### config.mk
export PLATFORM = sky130hd
export DESIGN_NAME = vx_dispatch_mq
export DESIGN_NICKNAME = d
export VERILOG_FILES = /design/src/rtl/vx_dispatch_mq.sv
export SDC_FILE = /design/constraint.sdc
export NUM_CORES = 2
export LEC_CHECK = 0
export BUFFER_PORTS_ARGS = -buffer_cell sky130_fd_sc_hd__buf_2
export CORE_MARGIN = 2
export CORE_UTILIZATION = 50
export CTS_BUF_LIST = sky130_fd_sc_hd__clkbuf_8
export DETAILED_ROUTE_END_ITERATION = 7
export PLACE_DENSITY = 0.78
export SYNTH_ARGS = -nofsm -noshare
export SYNTH_HDL_FRONTEND = slang
export SYNTH_SLANG_ARGS = --single-unit
### constraint.sdc
create_clock -name clk -period 2.7 [get_ports clk]
set_input_delay 0.405 -clock clk [delete_from_list [all_inputs] [get_ports clk]]
set_output_delay 0.405 -clock clk [all_outputs]
set_load 0.1 [all_outputs]
### src/rtl/vx_dispatch_mq.sv
// Dispatch stage: routes one instruction per cycle into per-unit FIFOs, tags each
// entry with first/last active thread id, drops empty-mask or illegal-unit work.
module vx_dispatch_mq #(
    parameter int NUM_EX_UNITS = 4,
    parameter int DEPTH        = 2,
    parameter int DATAW        = 128,
    parameter int NUM_THREADS  = 4,
    parameter int EX_BITS      = 2,
    parameter int CTR_BITS     = 16,
    localparam int TIDW        = (NUM_THREADS > 1) ? $clog2(NUM_THREADS) : 1,
    localparam int OCCW        = $clog2(DEPTH + 1)
) (
    input  logic                                 clk,
    input  logic                                 reset,
    input  logic                                 flush,
    input  logic                                 in_valid,
    output logic                                 in_ready,
    input  logic [EX_BITS-1:0]                   in_ex_type,
    input  logic [NUM_THREADS-1:0]               in_tmask,
    input  logic [DATAW-1:0]                     in_data,
    output logic [NUM_EX_UNITS-1:0]              out_valid,
    input  logic [NUM_EX_UNITS-1:0]              out_ready,
    output logic [NUM_EX_UNITS*DATAW-1:0]        out_data,
    output logic [NUM_EX_UNITS*NUM_THREADS-1:0]  out_tmask,
    output logic [NUM_EX_UNITS*TIDW-1:0]         out_first_tid,
    output logic [NUM_EX_UNITS*TIDW-1:0]         out_last_tid,
    output logic [NUM_EX_UNITS*OCCW-1:0]         occupancy,
    output logic [NUM_EX_UNITS*CTR_BITS-1:0]     stall_cnt,
    output logic [CTR_BITS-1:0]                  drop_cnt,
    output logic                                 err_ex_type
);
    localparam int PTRW = $clog2(DEPTH);
    typedef logic [PTRW-1:0] ptr_t;

    logic [DATAW-1:0]       data_q  [NUM_EX_UNITS][DEPTH];
    logic [DATAW-1:0]       data_d  [NUM_EX_UNITS][DEPTH];
    logic [NUM_THREADS-1:0] tmask_q [NUM_EX_UNITS][DEPTH];
    logic [NUM_THREADS-1:0] tmask_d [NUM_EX_UNITS][DEPTH];
    logic [TIDW-1:0]        ftid_q  [NUM_EX_UNITS][DEPTH];
    logic [TIDW-1:0]        ftid_d  [NUM_EX_UNITS][DEPTH];
    logic [TIDW-1:0]        ltid_q  [NUM_EX_UNITS][DEPTH];
    logic [TIDW-1:0]        ltid_d  [NUM_EX_UNITS][DEPTH];
    ptr_t                   rd_q    [NUM_EX_UNITS];
    ptr_t                   rd_d    [NUM_EX_UNITS];
    ptr_t                   wr_q    [NUM_EX_UNITS];
    ptr_t                   wr_d    [NUM_EX_UNITS];
    logic [OCCW-1:0]        occ_q   [NUM_EX_UNITS];
    logic [OCCW-1:0]        occ_d   [NUM_EX_UNITS];
    logic [CTR_BITS-1:0]    stall_q [NUM_EX_UNITS];
    logic [CTR_BITS-1:0]    stall_d [NUM_EX_UNITS];
    logic [CTR_BITS-1:0]    drop_q, drop_d;
    logic                   err_q, err_d;

    logic [TIDW-1:0]        first_tid, last_tid;
    logic                   unit_legal, unit_full, drop_sel, fire;
    logic [NUM_EX_UNITS-1:0] push, pop;

    function automatic ptr_t ptr_inc(input ptr_t p);
        return (p == ptr_t'(DEPTH - 1)) ? '0 : p + ptr_t'(1);
    endfunction

    // in_ready sees only registered occupancy and input fields, never out_ready
    always_comb begin
        first_tid  = '0;
        last_tid   = '0;
        unit_legal = 1'b0;
        unit_full  = 1'b0;
        for (int unsigned t = 0; t < NUM_THREADS; t++)
            if (in_tmask[t]) last_tid = TIDW'(t);
        for (int unsigned t = NUM_THREADS; t > 0; t--)
            if (in_tmask[t-1]) first_tid = TIDW'(t - 1);
        for (int unsigned i = 0; i < NUM_EX_UNITS; i++) begin
            if (in_ex_type == EX_BITS'(i)) begin
                unit_legal = 1'b1;
                unit_full  = (occ_q[i] == OCCW'(DEPTH));
            end
        end
        drop_sel = ~unit_legal | (in_tmask == '0);
        in_ready = reset & (drop_sel | (~unit_full & ~flush));
        fire     = in_valid & in_ready;
    end

    always_comb begin
        data_d  = data_q;
        tmask_d = tmask_q;
        ftid_d  = ftid_q;
        ltid_d  = ltid_q;
        rd_d    = rd_q;
        wr_d    = wr_q;
        occ_d   = occ_q;
        stall_d = stall_q;
        drop_d  = drop_q;
        err_d   = err_q;
        push    = '0;
        pop     = '0;
        if (fire && drop_sel) begin
            if (drop_q != '1) drop_d = drop_q + CTR_BITS'(1);
            if (!unit_legal) err_d = 1'b1;
        end
        for (int unsigned i = 0; i < NUM_EX_UNITS; i++) begin
            push[i] = fire & ~drop_sel & (in_ex_type == EX_BITS'(i));
            pop[i]  = (occ_q[i] != '0) & out_ready[i];
            if (in_valid && !in_ready && (in_ex_type == EX_BITS'(i)) && (stall_q[i] != '1))
                stall_d[i] = stall_q[i] + CTR_BITS'(1);
            if (push[i]) begin
                data_d[i][wr_q[i]]  = in_data;
                tmask_d[i][wr_q[i]] = in_tmask;
                ftid_d[i][wr_q[i]]  = first_tid;
                ltid_d[i][wr_q[i]]  = last_tid;
                wr_d[i]             = ptr_inc(wr_q[i]);
            end
            if (pop[i]) rd_d[i] = ptr_inc(rd_q[i]);
            case ({push[i], pop[i]})
                2'b10:   occ_d[i] = occ_q[i] + OCCW'(1);
                2'b01:   occ_d[i] = occ_q[i] - OCCW'(1);
                default: occ_d[i] = occ_q[i];
            endcase
            if (flush) begin
                rd_d[i]  = '0;
                wr_d[i]  = '0;
                occ_d[i] = '0;
            end
        end
    end

    always_ff @(posedge clk or negedge reset) begin
        if (!reset) begin
            for (int unsigned i = 0; i < NUM_EX_UNITS; i++) begin
                rd_q[i]    <= '0;
                wr_q[i]    <= '0;
                occ_q[i]   <= '0;
                stall_q[i] <= '0;
                for (int unsigned j = 0; j < DEPTH; j++) begin
                    data_q[i][j]  <= '0;
                    tmask_q[i][j] <= '0;
                    ftid_q[i][j]  <= '0;
                    ltid_q[i][j]  <= '0;
                end
            end
            drop_q <= '0;
            err_q  <= 1'b0;
        end else begin
            data_q  <= data_d;
            tmask_q <= tmask_d;
            ftid_q  <= ftid_d;
            ltid_q  <= ltid_d;
            rd_q    <= rd_d;
            wr_q    <= wr_d;
            occ_q   <= occ_d;
            stall_q <= stall_d;
            drop_q  <= drop_d;
            err_q   <= err_d;
        end
    end

    always_comb begin
        out_valid     = '0;
        out_data      = '0;
        out_tmask     = '0;
        out_first_tid = '0;
        out_last_tid  = '0;
        occupancy     = '0;
        stall_cnt     = '0;
        for (int unsigned i = 0; i < NUM_EX_UNITS; i++) begin
            out_valid[i]                              = (occ_q[i] != '0);
            out_data[i*DATAW +: DATAW]                = data_q[i][rd_q[i]];
            out_tmask[i*NUM_THREADS +: NUM_THREADS]   = tmask_q[i][rd_q[i]];
            out_first_tid[i*TIDW +: TIDW]             = ftid_q[i][rd_q[i]];
            out_last_tid[i*TIDW +: TIDW]              = ltid_q[i][rd_q[i]];
            occupancy[i*OCCW +: OCCW]                 = occ_q[i];
            stall_cnt[i*CTR_BITS +: CTR_BITS]         = stall_q[i];
        end
    end

    assign drop_cnt    = drop_q;
    assign err_ex_type = err_q;
endmodule

==> After elaboration in Yosys (flattened, before gate mapping) <==
Cells that the tools add are included.
{ "totals": {"regBits": 1185, "output_inout_bits": 638, "elab_cells": 299, "in_bits": 142} }
{ "op_classes": {"n_eq_ne": 20, "mux": 135, "reduce_logical": 35, "n_bitwise": 26, "order_cmp": 12, "n_addsub": 21} }
{ "ops": {"columns": ["op", "n"], "rows": [
  ["two-way mux 128 bit", 16],
  ["bitwise mux 256 bit", 4],
  ["demux 128 bit (select 1 bit)", 4],
  ["adder 16 x 1 -> 16 bit, second input constant", 5],
  ["inequality test 16 bit, second input constant", 5],
  ["two-way mux 2 bit", 38],
  ["two-way mux 4 bit", 16],
  ["two-way mux 1 bit", 33],
  ["bitwise mux 4 bit", 8],
  ["bitwise mux 8 bit", 4],
  ["nonzero test 2 bit", 12],
  ["equality test 2 bit, second input constant", 10],
  ["demux 4 bit (select 1 bit)", 4],
  ["greater-or-equal comparator 2 bit, second input constant", 8],
  ["NOT 1 -> 2 bit", 8],
  ["one-hot mux 2 bit (2 select lines)", 4],
  ["logical AND 1 bit", 14],
  ["AND 1 bit", 12],
  ["nonzero test 3 bit", 4],
  ["equality test 2 x 1 -> 1 bit, second input constant", 5],
  ["adder 1 bit, second input constant", 8],
  ["adder 2 x 1 -> 2 bit, second input constant", 4],
  ["demux 2 bit (select 1 bit)", 4],
  ["less-than comparator 2 x 1 -> 1 bit, second input constant", 4],
  ["other kinds (7)", 15]
]} }

==> Longest topological paths before layout <==
{ "depth": {"ltp_word": 15, "depth_mapped": 11, "depth_no_buf": 7} }

==> Worst setup path after synthesis <==
No wires, ideal clock.
{ "synth_timing": {"kind": "register to output", "start": "register occ_q (netlist bit occupancy[2])", "end": "output in_ready", "setup_slack_ps": -748, "path_stages_with_launch": 5, "n_path_buf": 0, "required_time_ps": 2295, "arrival_ps": 3043, "path_cell_list": "dfrtp_1 and4bb_2 nor4_2 a21oi_1 nor2_1"} }
{ "synth_between": {"elab_chain_cells": 8} }
{ "synth_lines": {"columns": ["element", "line_no", "source"], "rows": [
  ["start: declaration", "47", "logic [OCCW-1:0] occ_q [NUM_EX_UNITS];"],
  ["start signal: indexed assignment", "131", "occ_q[i] <= '0;"],
  ["start signal: assignment", "149", "occ_q <= occ_d;"],
  ["equality test 2 bit", "75", "unit_full = (occ_q[i] == OCCW'(DEPTH));"],
  ["two-way mux 1 bit (3 in series)", "73", "if (in_ex_type == EX_BITS'(i)) begin"],
  ["NOT 1 bit", "79", "in_ready = reset & (drop_sel | (~unit_full & ~flush));"],
  ["AND 1 bit", "79", null],
  ["bitwise OR 1 bit", "79", null],
  ["AND 1 bit", "79", null],
  ["end: declaration", "17", "output logic in_ready,"]
]} }
No other way between the ends.

==> Worst setup path after layout <==
{ "layout_timing": {"start": "register rd_q[0] (netlist name)", "end": "output out_data[436]"} }
{ "layout_between": {"elab_chain_cells": 4} }
{ "layout_lines": {"columns": ["element", "line_no", "source"], "rows": [
  ["start: declaration", "43", "ptr_t rd_q [NUM_EX_UNITS];"],
  ["start signal: assignment", "147", "rd_q <= rd_d;"],
  ["NOT 1 -> 2 bit (implied by the code)", "166", "out_data[i*DATAW +: DATAW] = data_q[i][rd_q[i]];"],
  ["two-way mux 128 bit (implied by the code) (3 in series)", "166", null],
  ["end: declaration", "23", "output logic [NUM_EX_UNITS*DATAW-1:0] out_data,"]
]} }
No other way between the ends. The select of a mux whose other input is x is not followed.

==> flow_summary.json <==
{
  "min_from": "in_tmask[2]",
  "hold_viol_final": 0,
  "endpoint": "out_data[436]",
  "post-route-min-period_ps": 2864,
  "crit_fanout": 8,
  "clock-sinks": 1185,
  "start_util": 0.5052,
  "totalWireLength_um": 176400,
  "std_cell_rows": 117,
  "antenna_found_initial": 1,
  "synth_edf_count": 0,
  "timing.setup.tns_ps": -31120,
  "synth-xor-area-share": 0.01259,
  "ys_ff_latch": 1185,
  "cap_violations": 0,
  "finalSetupViolations": 432,
  "yosys_warnings": 0,
  "globalRouteOverflowTotal": 0,
  "syn_nets": 4662,
  "final_cell_area_um2": 68200,
  "seqPwrFrac": 0.340,
  "place_congestion": 0.8578,
  "path_buf_inv": 3,
  "powerDensity_nw_per_um2": 910.3,
  "final_common_cell": "nand2_1",
  "die_h_um": 324.9,
  "rsz0062_at_grt": "yes",
  "wl_per_cell_um": 24.87,
  "grt_max_degree": 185,
  "drive_gt1_frac": 0.4123,
  "path_clk_slew_ps": 60,
  "cp.required_ps": 2300,
  "worst-setup-path-type": "reg -> out",
  "leakage_nw": 35.63,
  "die-area_um2": 105500,
  "status": "finished with violations",
  "vias_per_cell": 5.746,
  "synth-compound-area-share": 0.009187,
  "cts_tree": "built",
  "synthAdderAreaFrac": 0.001215,
  "drt-initial-drc-count": 3299,
  "slew_headroom": 0.2616,
  "ant_nets": 0,
  "pwr-share-clk": 0.260,
  "worst_setup_path_end_kind": "output port",
  "yosysUniqueCellTypes": 51,
  "maxSlewViolCount": 0,
  "cts_buffers": 191,
  "syn_area_um2": 51480,
  "synth_area_leaders": "dfrtp_1 (58%), mux2_2 (23%), nand2_1 (12%), xnor2_1 (1.0%), clkbuf_1 (0.90%)",
  "worstSetupPathDepth": 4,
  "grt_pass1_vias": 40660,
  "io_pins": 780,
  "root_buffer": "clkbuf_8",
  "final_cells": 7090,
  "synth_top_area_frac": 0.5760,
  "start_kind": "register",
  "r2r_cells": 8,
  "core_area_um2": 101900,
  "crit_arrival_ps": 2460,
  "worstReg2RegEnd": "data_q[974]$_DFFE_PN0P_",
  "die_x_um": 324.9,
  "violations": "negative setup slack",
  "htreeDepth": 4,
  "dp.cells": 6537,
  "synth_mux_area_frac": 0.2349,
  "path_delay_family": "buffers and inverters",
  "hold_class": "in -> reg",
  "yosysSeqAreaShare": 0.5760,
  "drcViolationCount": 0,
  "fmax_ghz": 0.3491,
  "synth_top_area_cell": "dfrtp_1",
  "port_buffers": 779,
  "grt_pass1_wl_um": 242900,
  "cpPeakStageDelay_ps": 490,
  "critPathSlowestCell": "dfrtp_4",
  "p_sw_mw": 27.67,
  "yosys.area_share.simple": 0.1413,
  "grt_usage": 0.2967,
  "peakVddDrop_uv": 807.9,
  "fin_skew_ps": 42.44,
  "period_share": 1.061,
  "synth_top_family_by_area": "multiplexers",
  "crit_path_cell_trace": "buf_12 > clkbuf_16 > mux2_2 > buf_4",
  "critical_path.startpoint": "rd_q[0]$_DFFE_PN0P_",
  "dp_hpwl_um": 98090,
  "worstMarginPinSlew_ps": 1108,
  "final_net_count": 5718,
  "cts_max_path_buffers": 3,
  "area_delta_synth_final_pct": 32.49,
  "synth_flop_cell": "dfrtp_1",
  "r2r_setup_slack_ps": 120,
  "place_area_um2": 57850,
  "combinationalPowerShare": 0.400,
  "fin_total_pwr_mw": 62.08,
  "netSwitchingFraction": 0.4456,
  "final.setup.worst_slack_ps": -164.4,
  "syn_inst": 4515,
  "rr_startpoint": "occupancy[0]$_DFFE_PN0P_",
  "dr.pass1.iters": 6,
  "final_cell_mix": "nand2_1 (1655), dfrtp_1 (1180), mux2_2 (972)",
  "vias": 40740,
  "num-fill-cells": 6487,
  "synth-async-reset-ratio": 1.000,
  "clock_latency_ps": 860,
  "syn_avg_cell_area_um2": 11.40,
  "p_int_mw": 34.42
}
kinds of logic (layout without fill, tap and decap cells):
family	after synthesis	count (layout)
buffers and inverters	268	1474
AND/OR/NAND/NOR	1830	1830
XOR/XNOR	74	74
AO/OA/AOI/OAI	79	79
flip-flops	1185	1185
other	0	1
adder cells (fa/ha/maj)	5	5
multiplexers	1074	1074
layer usage:
layer | routed length (µm) | track usage | share of wire | vias to the layer above
met3 | 18270 | 0.08531 | 0.10 | 708
met1 | 63470 | 0.3665 | 0.36 | 20510
met4 | 12010 | 0.1487 | 0.068 | 0
li1 | - | - | - | 17110
met5 | 0 | 0 | 0 | -
met2 | 82600 | 0.4775 | 0.47 | 2410
worst reg2reg max path, stage by stage, from the launching register on:
cell and delay [ps]:
dfrtp_1 460, nor4b_2 500, nor4_4 110, buf_4 170
nand2_1 140, or2_4 340, buf_12 300, nand2_1 390
nand2_1 120
power groups by stage:
| stage | registers, mW | logic [mW] | clock network, mW |
|---|---|---|---|
| floorplan | 21.9 | 16.7 | 0 |
| global placement | 21.1 | 21.2 | 0 |
| detailed placement | 21.2 | 21.4 | 0 |
| CTS | 21.0 | 23.0 | 16.1 |
| global route | 21.3 | 25.4 | 17.1 |
| finish | 21.1 | 24.8 | 16.1 |
sequential cells by signal (all words and copies together) (netlist names):
name and count:
wr_q 4, occupancy 8, drop_cnt 16, data_q 1024, err_ex_type 1, ltid_q 16
tmask_q 32, rd_q 4, stall_cnt 64, ftid_q 16
layout make-up:
class                           count  area [µm²]  area share
Sequential cell                  1185       29670      0.4350
Multi-Input combinational cell   3062       20990      0.3078
Timing Repair Buffer             1122       11830      0.1734
Clock buffer                      244        3358     0.04924
Tap cell                         1368        1712     0.02510
Clock inverter                     99       610.6    0.008952
Inverter                            9       33.78   0.0004953
Antenna cell                        1       2.502  0.00003669
worst min-delay path by stage:
stage                                    to  slack, ps  cells after the start
finish               ltid_q[13]$_DFFE_PN0P_        160                      4
global route         ltid_q[13]$_DFFE_PN0P_        110                      4
detailed placement  err_ex_type$_DFFE_PN0P_        360                      0
floorplan             data_q[0]$_DFFE_PN0P_        110                      0
CTS                   ltid_q[9]$_DFFE_PN0P_         40                      4
global placement    err_ex_type$_DFFE_PN0P_        360                      0
synthesized netlist by cell type, types with 13 or more instances:
library cell / n
a21oi_1: 15
and3_1: 16
buf_2: 90
buf_4: 36
clkbuf_1: 124
dfrtp_1: 1185
mux2_1: 15
mux2_2: 1059
nand2_1: 1657
nand3_1: 39
nand4_1: 28
nor2_1: 25
nor3_1: 13
o21ai_0: 46
xnor2_1: 61
xor2_1: 13
repair_timing:
item,4_1_cts,5_1_grt
setup endpoints to repair,538,545
pin swaps,1,2
setup buffers,15,19
resized for setup,608,570
hold buffers,141,0
cloned,14,22
hold endpoints to repair,1514,0
stage by stage:
step | hold WS (ps) | worst slack [ps] | util
final | 161.0 | -164.4 | 0.6694
after global routing | 106.7 | -236.3 | 0.6694
after CTS | 37.33 | -220.0 | 0.6439
after detailed placement | 364.4 | 134.2 | 0.5678
after global placement | 362.3 | 182.9 | 0.5678
after floorplan | 109.4 | -20.69 | -
No activity file was read; power rests on OpenSTA's default activity.
